<file path="config.mk">
export PLATFORM = sky130hd
export DESIGN_NAME = y86_instr_writer
export DESIGN_NICKNAME = d
export VERILOG_FILES = /design/src/rtl/y86_instr_writer.sv
export SDC_FILE = /design/constraint.sdc
export NUM_CORES = 1
export LEC_CHECK = 0
export CAP_MARGIN = 20
export CORE_MARGIN = 2
export CORE_UTILIZATION = 38
export CTS_CLUSTER_SIZE = 25
export DETAILED_ROUTE_END_ITERATION = 10
export GPL_TIMING_DRIVEN = 0
export HOLD_SLACK_MARGIN = 0.02
export PLACE_DENSITY = 0.68
export SYNTH_ARGS = -nofsm -noshare
export SYNTH_HDL_FRONTEND = slang
export SYNTH_SLANG_ARGS = --single-unit
</file>
<file path="constraint.sdc">
create_clock -name clk -period 14.05 [get_ports clk]
set_input_delay 2.81 -clock clk [delete_from_list [all_inputs] [get_ports clk]]
set_output_delay 2.81 -clock clk [all_outputs]
set_load 0.02 [all_outputs]
</file>
<file path="src/rtl/y86_instr_writer.sv">
// Serialises one decoded Y86-64 instruction into byte writes at wr_ptr and advances the pointer.
// Optional macro WRITER_HALT_LOCK_EN: a successful halt write locks the writer until reset.
module y86_instr_writer #(
  parameter int unsigned MEM_DEPTH = 132
) (
  input  logic        clk,
  input  logic        reset,
  input  logic        ptr_load,
  input  logic [63:0] ptr_in,
  input  logic        in_valid,
  output logic        in_ready,
  input  logic [3:0]  icode,
  input  logic [3:0]  ifun,
  input  logic [3:0]  rA,
  input  logic [3:0]  rB,
  input  logic [63:0] valC,
  output logic        mem_we,
  output logic [63:0] mem_addr,
  output logic [7:0]  mem_wdata,
  output logic [63:0] wr_ptr,
  output logic        done,
  output logic [3:0]  stat
);

  localparam logic [3:0] StatAok = 4'd0;
  localparam logic [3:0] StatHlt = 4'd1;
  localparam logic [3:0] StatAdr = 4'd2;
  localparam logic [3:0] StatIns = 4'd3;

  typedef enum logic [1:0] {StIdle, StWrite, StDone} state_e;

  state_e      state_q, state_d;
  logic [63:0] wr_ptr_q, wr_ptr_d;
  logic [63:0] addr_q, addr_d;
  logic [7:0]  wdata_q, wdata_d;
  logic [3:0]  stat_q, stat_d;
  logic [3:0]  ra_q, ra_d, rb_q, rb_d;
  logic [63:0] valc_q, valc_d;
  logic [3:0]  len_q, len_d;
  logic [3:0]  cnt_q, cnt_d;
  logic        halt_q, halt_d;
  logic        err_q, err_d;
  logic        locked;

  // Decode of the incoming instruction fields
  logic [3:0]  len_in;
  logic        ins_err, adr_err;
  logic [64:0] end_addr;

  always_comb begin
    len_in = 4'd1;
    unique case (icode)
      4'd0, 4'd1, 4'd9:          len_in = 4'd1;
      4'd2, 4'd6, 4'd10, 4'd11:  len_in = 4'd2;
      4'd7, 4'd8:                len_in = 4'd9;
      4'd3, 4'd4, 4'd5:          len_in = 4'd10;
      default:                   len_in = 4'd1;
    endcase
  end

  always_comb begin
    ins_err = 1'b0;
    if (icode > 4'd11) ins_err = 1'b1;
    if (ifun != 4'd0 && (icode == 4'd0 || icode == 4'd1 || icode == 4'd3 || icode == 4'd4 ||
                         icode == 4'd5 || icode == 4'd8 || icode == 4'd9 || icode == 4'd10 ||
                         icode == 4'd11)) ins_err = 1'b1;
    if ((icode == 4'd2 || icode == 4'd7) && ifun > 4'd6) ins_err = 1'b1;
    if (icode == 4'd6 && ifun > 4'd3) ins_err = 1'b1;
    if ((icode == 4'd10 || icode == 4'd11) && rB != 4'hf) ins_err = 1'b1;
    if (icode == 4'd3 && rA != 4'hf) ins_err = 1'b1;
  end

  assign end_addr = {1'b0, wr_ptr_q} + {61'd0, len_in};
  assign adr_err  = end_addr > 65'(MEM_DEPTH);

  // Next byte of the instruction being written
  logic [3:0] nk;
  logic [2:0] vidx;
  logic       has_reg;
  logic [7:0] next_byte;

  always_comb begin
    nk        = cnt_q + 4'd1;
    has_reg   = (len_q == 4'd2) || (len_q == 4'd10);
    vidx      = 3'(nk - (has_reg ? 4'd2 : 4'd1));
    next_byte = 8'(valc_q >> {vidx, 3'b000});
    if (has_reg && nk == 4'd1) next_byte = {ra_q, rb_q};
  end

  assign in_ready  = (state_q == StIdle) && !ptr_load && !locked;
  assign mem_we    = (state_q == StWrite);
  assign done      = (state_q == StDone);
  assign mem_addr  = addr_q;
  assign mem_wdata = wdata_q;
  assign wr_ptr    = wr_ptr_q;
  assign stat      = stat_q;

  always_comb begin
    state_d  = state_q;
    wr_ptr_d = wr_ptr_q;
    addr_d   = addr_q;
    wdata_d  = wdata_q;
    stat_d   = stat_q;
    ra_d     = ra_q;
    rb_d     = rb_q;
    valc_d   = valc_q;
    len_d    = len_q;
    cnt_d    = cnt_q;
    halt_d   = halt_q;
    err_d    = err_q;
    unique case (state_q)
      StIdle: begin
        if (!locked && ptr_load) begin
          wr_ptr_d = ptr_in;
        end else if (in_valid && in_ready) begin
          ra_d   = rA;
          rb_d   = rB;
          valc_d = valC;
          len_d  = len_in;
          cnt_d  = 4'd0;
          halt_d = (icode == 4'd0);
          err_d  = ins_err || adr_err;
          if (ins_err) begin
            stat_d  = StatIns;
            state_d = StDone;
          end else if (adr_err) begin
            stat_d  = StatAdr;
            state_d = StDone;
          end else begin
            addr_d  = wr_ptr_q;
            wdata_d = {icode, ifun};
            state_d = StWrite;
          end
        end
      end
      StWrite: begin
        if (cnt_q == len_q - 4'd1) begin
          stat_d  = halt_q ? StatHlt : StatAok;
          state_d = StDone;
        end else begin
          cnt_d   = nk;
          addr_d  = wr_ptr_q + 64'(nk);
          wdata_d = next_byte;
        end
      end
      StDone: begin
        if (!err_q) wr_ptr_d = wr_ptr_q + 64'(len_q);
        state_d = StIdle;
      end
      default: state_d = StIdle;
    endcase
  end

  always_ff @(posedge clk or posedge reset) begin
    if (reset) begin
      state_q  <= StIdle;
      wr_ptr_q <= 64'd0;
      addr_q   <= 64'd0;
      wdata_q  <= 8'd0;
      stat_q   <= StatAok;
      ra_q     <= 4'd0;
      rb_q     <= 4'd0;
      valc_q   <= 64'd0;
      len_q    <= 4'd1;
      cnt_q    <= 4'd0;
      halt_q   <= 1'b0;
      err_q    <= 1'b0;
    end else begin
      state_q  <= state_d;
      wr_ptr_q <= wr_ptr_d;
      addr_q   <= addr_d;
      wdata_q  <= wdata_d;
      stat_q   <= stat_d;
      ra_q     <= ra_d;
      rb_q     <= rb_d;
      valc_q   <= valc_d;
      len_q    <= len_d;
      cnt_q    <= cnt_d;
      halt_q   <= halt_d;
      err_q    <= err_d;
    end
  end

`ifdef WRITER_HALT_LOCK_EN
  logic locked_q;
  always_ff @(posedge clk or posedge reset) begin
    if (reset) begin
      locked_q <= 1'b0;
    end else if (state_q == StDone && !err_q && stat_q == StatHlt) begin
      locked_q <= 1'b1;
    end
  end
  assign locked = locked_q;
`else
  assign locked = 1'b0;
`endif

endmodule

</file>
[After elaboration in Yosys (flattened, before gate mapping)]
Memory sizes are Yosys's and may differ from the RTL's.
Index checks and enable logic that the tools add are counted.
Word-level totals
  bits in registers: 224
  bits in latches: 0
  bits in writable memories: 0
  ROM bits: 48
  bits of input ports: 148
  output and inout port bits: 143
  logic and storage cells: 125
  memories kept: 1
Operators by class
  add/sub/neg operators: 6
  multiply operators: 0
  divide/modulo/power cells: 0
  $lt $le $gt $ge: 4
  equal/unequal tests: 28
  shifts and indexed selects: 1
  muxes and demuxes: 40
  bitwise operators: 1
  reduce and logical (&&, ||, !) cells: 32
Memory list
  (no name shown): words 16, bits a word 3, rd ports 1, clocked after memory_dff 0, wr ports 0, line 52  | unique case (icode)
Operators with widths (count)
  64-bit 2-to-1 mux: 7
  64-bit one-hot mux with 2 select lines: 2
  64-bit by 4-bit adder with 64-bit output: 2
  64-bit by 4-bit adder with 65-bit output: 1
  65-bit by 8-bit greater-than comparator with 1-bit output (second input constant): 1
  64-bit by 6-bit >> shifter with 8-bit output: 1
  8-bit 2-to-1 mux: 6
  4-bit 2-to-1 mux: 8
  4-bit == test (second input constant): 5
  4-bit by 3-bit == test with 1-bit output (second input constant): 4
  4-bit one-hot mux with 2 select lines: 2
  8-bit one-hot mux with 2 select lines: 1
  4-bit by 2-bit == test with 1-bit output (second input constant): 3
  1-bit logical OR: 12
  2-bit 2-to-1 mux: 6
  2-bit != test (second input constant): 6
  3-bit AND reduction: 3
  4-bit by 1-bit == test with 1-bit output (second input constant): 2
  1-bit logical AND: 8
  4-bit != test (second input constant): 2
  1-bit 2-to-1 mux: 7
  6-bit AND reduction: 1
  5-bit AND reduction: 1
  4-bit by 1-bit adder with 4-bit output (second input constant): 1
  other kinds (18): 20

[Logic depth before layout (Yosys ltp)]
Gate-level depths: netlist of the first run.
  depth after elaboration: 19
  mapped depth: 17
  gate-level depth less buffers: 15

[Worst setup path before layout of the first run]
No wires, ideal clock.
  kind: input -> register
  from: in icode[2]
  to: reg addr_q[10] (netlist: mem_addr[10])
  library setup time: 0.125 ns
  data arrival time: 6.406 ns
  data required time: 13.925 ns
  path slack: 7.519 ns
  cell stages on the path: 16
  buffers on the path: 3
  cells stage by stage: clkbuf_1 -> mux2i_1 -> ha_1 -> inv_1 -> fa_1 -> nand3b_1 -> a211oi_2 -> nand3_1 -> nor3_1 -> xnor2_1 -> o2111a_1 -> nand4_1 -> o21ai_2 -> buf_12 -> buf_12 -> mux2_4
Between the ends
  elaborated cells between the ends (all ways): 40
  those cells by class: add/sub: 1; order compare: 2; eq/ne: 13; mux: 6; reduce/logical: 17; memory: 1
RTL lines
  from (decl): line 12  | input logic [3:0] icode,
  memory 16 x 3 bit
  named net len_in[0]: line 46  | logic [3:0] len_in;
  64-bit by 4-bit adder with 65-bit output: line 73  | assign end_addr = {1'b0, wr_ptr_q} + {61'd0, len_in};
  65-bit by 8-bit greater-than comparator with 1-bit output: line 74  | assign adr_err = end_addr > 65'(MEM_DEPTH);
  2-bit != test (no source line)
  6-bit AND reduction (no source line)
  to (signal assigned): line 171  | addr_q <= addr_d;
  to (decl): line 34  | logic [63:0] addr_q, addr_d;
The timed path passes the listed nets, and every way through them passes these cells.
A chain may end at the register's enable or synchronous reset.

[Worst setup path in the final report of the first run]
  from: in icode[1]
  to: reg addr_q[59] (netlist: mem_addr[59])
The elaborated chain is that of the path after synthesis.

==> impl_metrics.toml, run 1 <==
[yosys]
synth_edf_count = 0
syn_area_mm2 = 0.01497
synthArstFlopShare_pct = 100.0
synth_flop_cell = "dfrtp_1"
synth_top_area_share_pct = 36.79
syn_area_per_cell_um2 = 8.300
yosysTopAreaCell = "dfrtp_1"
yosysWarnings = 0
synthCells = 1803
synth_cell_types = 90
ys_seq_area_share_pct = 36.96
ys_top_cells_by_area = "dfrtp_1 37%, nand2_1 9.6%, mux2_4 6.0%, a21oi_1 4.2%, nor2_1 3.5%"
ys_ff_latch = 221

[floorplanning]
core_area_mm2 = 0.03874
start_util_pct = 38.63
io_pins = 291
row_count = 72
fp.dieH_um = 202.5
die_area_mm2 = 0.04099
dieWidth_um = 202.5

[sta]
finalSetupViolations = 0
tightestPinTransition_ns = 1.229
fin_skew_ns = 0.01831
finalHoldViolations = 0
rsz0062_at_grt = "false"
slew_headroom_pct = 17.31
finalCritPeriodShare_pct = 59.20
holdWs_ns = 0.4720
slew_viol_final = 0
clock.fmax_mhz = 120.2
period_needed_ns = 8.318
fin_setup_tns_ns = 0

[setup_path]
critical_path.slowest_cell = "nor4_1"
cp_slowest_stage_delay_ns = 0.69
r2r-end = "mem_addr[48]"
cp-start-kind = "input pin"
worstSetupPathType = "input pin to register"
cp_max_fo = 10
r2r-start = "cnt_q[0]"
reg2reg_slack_ns = 8.35
cp_cell_sequence = "clkdlybuf4s50_1 -> a21oi_1 -> mux2i_1 -> ha_1 -> inv_1 -> fa_1 -> nand3b_1 -> a211oi_1 -> o21ai_0 -> a21oi_1 -> nand4_1 -> nor4_1 -> nand4_1 -> o21ai_2 -> buf_12 -> buf_12 -> mux2_4"
cp-end-kind = "register"
cp_data_required_time_ns = 14.48
worstPathArrival_ns = 8.75
reg2reg_depth = 13
endpoint = "mem_addr[59]"
crit_start = "icode[1]"

[run]
max_cap_viol_count = 0

[layout]
final_cell_mix = "381 x nand2_1, 287 x clkdlybuf4s50_1, 220 x dfrtp_1"
layout-drive-gt1-share_pct = 9.393
syn2layout_area_growth_pct = 29.92
num-fill-cells = 3802
layout.cells.most_common = "nand2_1"
fin_nets = 2290

[min_path]
hp-class = "register to register"

[clock_tree]
numClockSinks = 221
cts_max_path_buffers = 3
cts-root-buf = "clkbuf_16"
cts_resized = 0
cts_max_level = 1
clkTransAtPathRegs_ns = 0.06
post-cts-setup-buffers = 0
clk_latency_ns = 0.56
numCtsBuffers = 26
ctsHoldBuffers = 0
cts_tree = "built"

[power]
power.density_mw_per_mm2 = 112.1
ir_drop_uv = 82.89
p_leak_nw = 7.833

[grt]
grt_pass1_vias = 15730
overflow = 0
grt_pass1_wl_um = 106000
grt_use_total_pct = 35.15
grt_start_max_net_pins = 121
antenna_found_initial = 5

[drt]
num_vias = 15570
met1Wirelength_um = 27950
dr.pass1.iters = 6
met2WireLength_um = 34330
wl_met3_um = 5319
wirelength_um = 73200
drc = 0
top_layer_used = "met5"
wl_per_cell_um = 27.53
antenna_left = 0
vias_per_cell = 5.857
drt_iter0_markers = 1222

[status]
status = "finished clean"

[placed_design]
dp_hpwl_um = 57220
gp_congestion = 1.021
port_buffers = 287
==> area by class of cell <==
type	instances	area, um^2	share of cell area (%)
Antenna cell	1	2.502	0.01287
Buffer	139	733.2	3.771
Clock buffer	34	752.0	3.867
Clock inverter	11	138.9	0.7143
Inverter	44	172.7	0.8880
Multi-Input combinational cell	1400	8544	43.94
Sequential cell	221	5532	28.45
Tap cell	518	648.1	3.333
Timing Repair Buffer	291	2920	15.02
==> registers in the layout, summed over array words and instances (netlist names) <==
name       count
mem_wdata      8
rb_q           4
err_q          1
cnt_q          4
ra_q           4
wr_ptr        64
len_q          3
stat           2
state_q        2
mem_addr      64
valc_q        64
halt_q         1
==> worst min-delay path by stage <==
stage          startpoint          to  slack, ns  cells after the start
5_1_grt        valc_q[58]  valc_q[58]       0.49                      2
6_report       valc_q[17]  valc_q[17]       0.47                      2
2_1_floorplan  valc_q[56]  valc_q[56]       0.44                      2
3_5_place_dp   valc_q[58]  valc_q[58]       0.46                      2
4_1_cts        valc_q[58]  valc_q[58]       0.47                      2
3_3_place_gp   valc_q[31]  valc_q[31]       0.46                      2
==> per-stage QoR <==
stage | total power, W | setup WS (ns) | instance area [um^2] | util (%) | cells
6_report | 0.002179 | 5.732 | 19440 | 50.19 | 2659
5_1_grt | 0.002260 | 5.599 | 19440 | 50.19 | 2658
4_1_cts | 0.002176 | 5.997 | 19440 | 50.19 | 2658
3_5_place_dp | 0.001458 | 5.462 | 18550 | 47.89 | 2613
3_3_place_gp | 0.001450 | 1.969 | 18490 | 47.73 | 2609
2_1_floorplan | 0.001143 | 5.192 | 14970 | - | 1804
==> critical path, delay by kind of cell <==
kind            cells  cell delay (ns)
simple gates        4             1.80
compound gates      5             1.52
buf+inv             4             1.16
fa+ha+maj           2             0.79
mux                 2             0.63
==> cell families after synthesis <==
family | after synthesis | synth area share (%)
other | 1 | 0.02506
adders and majority gates | 19 | 1.789
and+or+nand+nor | 860 | 27.66
xor gates and xnor gates | 93 | 5.443
AOI/OAI and AO/OA | 343 | 13.85
buffers and inverters | 183 | 6.003
DFF | 221 | 36.96
muxes | 83 | 8.260
==> cells in the mapped netlist (8+ instances only) <==
cell      instances
clkbuf_1         78
and2_1            9
buf_4            12
nand2_1         381
or3_1            16
a211oi_1         12
ha_1             15
buf_1            10
nor3_1           81
and4_1           16
nand4_1          53
mux2_4           60
buf_2            30
nor4_1           23
nand3_1          72
nor2_1          141
mux2i_1          11
inv_1            41
o221ai_1          8
mux4_2            8
o22ai_1          13
and3_1            8
o21ai_0         100
dfrtp_1         220
a21oi_1         125
a31oi_1          20
xor2_1           36
xnor2_1          57
nor3b_1          10
==> power by group <==
part           switching (W)  internal, W
clock               0.000287     0.000430
sequential         0.0000679     0.000701
combinational       0.000444     0.000249
==> layer usage <==
layer  global-route usage [%]  up-vias
met3                    5.811      227
met4                    23.49        8
li1                         -     6970
met5                        0        -
met1                    41.41     7517
met2                    59.11      851
No activity file was read; power rests on OpenSTA's default activity.
==> run 2, diff against run 1 <==
--- a/config.mk
+++ b/config.mk
@@ -12,7 +12,7 @@
 export DETAILED_ROUTE_END_ITERATION = 10
 export GPL_TIMING_DRIVEN = 0
 export HOLD_SLACK_MARGIN = 0.02
-export PLACE_DENSITY = 0.68
+export PLACE_DENSITY = 0.7
 export SYNTH_ARGS = -nofsm -noshare
 export SYNTH_HDL_FRONTEND = slang
 export SYNTH_SLANG_ARGS = --single-unit
==> constraint.sdc (replaced) <==
create_clock -name clk -period 7.13 [get_ports clk]
set_input_delay 1.426 -clock clk [delete_from_list [all_inputs] [get_ports clk]]
set_output_delay 1.426 -clock clk [all_outputs]
set_load 0.02 [all_outputs]
==> run 2 against run 1 <==
Cell count is 0.45% higher. Core utilization is 0.24 points higher. Via count is 0.87% higher. Combinational power is 96% higher. Die area stayed put. Count of clock-buffer cells in the layout is 9 higher. Largest power group unchanged.
==> impl_metrics.toml, run 2 (synthesis gave the netlist of run 1 again) <==
[min_path]
hp-class = "register to register"
holdCritStartpoint = "valc_q[31]"

[grt]
grt_pass1_vias = 15740
grt_start_max_net_pins = 41
overflow = 0
antenna_found_initial = 5
grt_pass1_wl_um = 105800
grt_use_total_pct = 35.15

[sta]
clock.fmax_mhz = 158.7
fin_skew_ns = 0.02315
slew_viol_final = 0
slew_headroom_pct = 17.27
rsz0062_at_grt = "false"
tightestPinTransition_ns = 1.232
finalSetupViolations = 0
setup_ws_ns = 0.8298
finalHoldViolations = 0
finalCritPeriodShare_pct = 88.36
fin_setup_tns_ns = 0
period_needed_ns = 6.300

[clock_tree]
post-cts-setup-buffers = 0
cts_max_level = 1
cts_max_path_buffers = 3
cts_resized = 0
cts-root-buf = "clkbuf_16"
ctsHoldBuffers = 0
numCtsBuffers = 27
numClockSinks = 221
clkTransAtPathRegs_ns = 0.06
clk_latency_ns = 0.57
cts_tree = "built"

[drt]
dr.pass1.iters = 6
antenna_left = 0
num_vias = 15710
vias_per_cell = 5.881
drt_iter0_markers = 1297
drc = 0
wl_per_cell_um = 27.28
wirelength_um = 72870

[layout]
layout.cells.most_common = "nand2_1"
fin_nets = 2297
layout-drive-gt1-share_pct = 9.628
final_cell_mix = "381 x nand2_1, 287 x clkdlybuf4s50_1, 220 x dfrtp_1"
syn2layout_area_growth_pct = 30.54

[status]
status = "finished clean"

[setup_path]
cp_data_required_time_ns = 7.57
r2r-start = "cnt_q[0]"
cp-end-kind = "register"
cp-start-kind = "input pin"
crit_start = "icode[1]"
cp_max_fo = 10
worstPathArrival_ns = 6.74
worstSetupPathType = "input pin to register"

[power]
power.density_mw_per_mm2 = 218.6
ir_drop_uv = 175.5
p_leak_nw = 7.871

[floorplanning]
fp.dieH_um = 202.5
row_count = 72
core_area_mm2 = 0.03874
io_pins = 291
die_area_mm2 = 0.04099
dieWidth_um = 202.5
start_util_pct = 38.63

[run]
max_cap_viol_count = 0

[placed_design]
dp_hpwl_um = 57250
dp_slack_ns = 0.3384
gp_congestion = 1.014
port_buffers = 287
## run 2: changes by cell type in the layout (fill, tap and decap cells not counted), sizes merged
cell	change
inv	-1
diode	+2
buf	+5
clkbuf	+10
bufinv	-2
clkinv	-2
## run 2: area by class of cell
cell class                 count  area, um^2
antenna                        3       7.507
buffer                       139       733.2
clock buffer                  43       825.8
clock inverter                 6       61.31
fill                        3694       19200
inverter                      44       168.9
multi-input combinational   1400        8551
sequential                   221        5532
tap                          518       648.1
timing repair buffer         297        3009
## run 2: path summary, 6_finish.rpt
path / to / slack, ns / depth (start not counted)
min: valc_q[31] / 0.47 / 2
min reg2reg: valc_q[31] / 0.47 / 2
max: mem_addr[58] / 0.83 / 17
max in group asynchronous: len_q[0] / 4.74 / 4
min in group asynchronous: wr_ptr[13] / 1.39 / 2
max reg2reg: mem_addr[34] / 1.51 / 14
## run 2: per-stage QoR
step                      cells  area (um^2)  total power (W)  hold slack (ns)  util [%]
after floorplan            1804        14970         0.002254           0.4403         -
after global routing       2668        19530         0.004442           0.4993     50.41
after CTS                  2667        19520         0.004270           0.4743     50.39
after global placement     2609        18490         0.002858           0.4538     47.74
final                      2671        19540         0.004271           0.4747     50.43
after detailed placement   2618        18630         0.002873           0.4603     48.10
## run 2: worst max-delay path: stages
cell and delay [ns]:
clkdlybuf4s50_1 0.62, a21oi_1 0.13, mux2i_1 0.32, ha_1 0.34, inv_1 0.08, fa_1 0.43
nand3b_1 0.28, a211oi_2 0.64, nand3_1 0.37, or3_1 0.45, xor2_1 0.23, o2111a_1 0.35
nand3_1 0.14, o21ai_2 0.19, buf_12 0.23, buf_12 0.18, mux2_4 0.30
## run 2: layer usage
layer | global-route usage [%] | up-vias | part of all wire, % | wire, um
met1 | 42.47 | 7676 | 38 | 27760
met5 | 0 | - | 0.041 | 30
met4 | 20.31 | 4 | 6.6 | 4828
met3 | 5.570 | 187 | 7.5 | 5460
met2 | 59.52 | 839 | 48 | 34790
li1 | - | 7003 | - | -
## run 2: power breakdown
part	total (W)	internal (W)	switching (W)
registers	0.00152	0.00138	0.000137
clock network	0.00139	0.000824	0.000567
logic	0.00136	0.000495	0.000866
total	0.00427	0.00270	0.00157
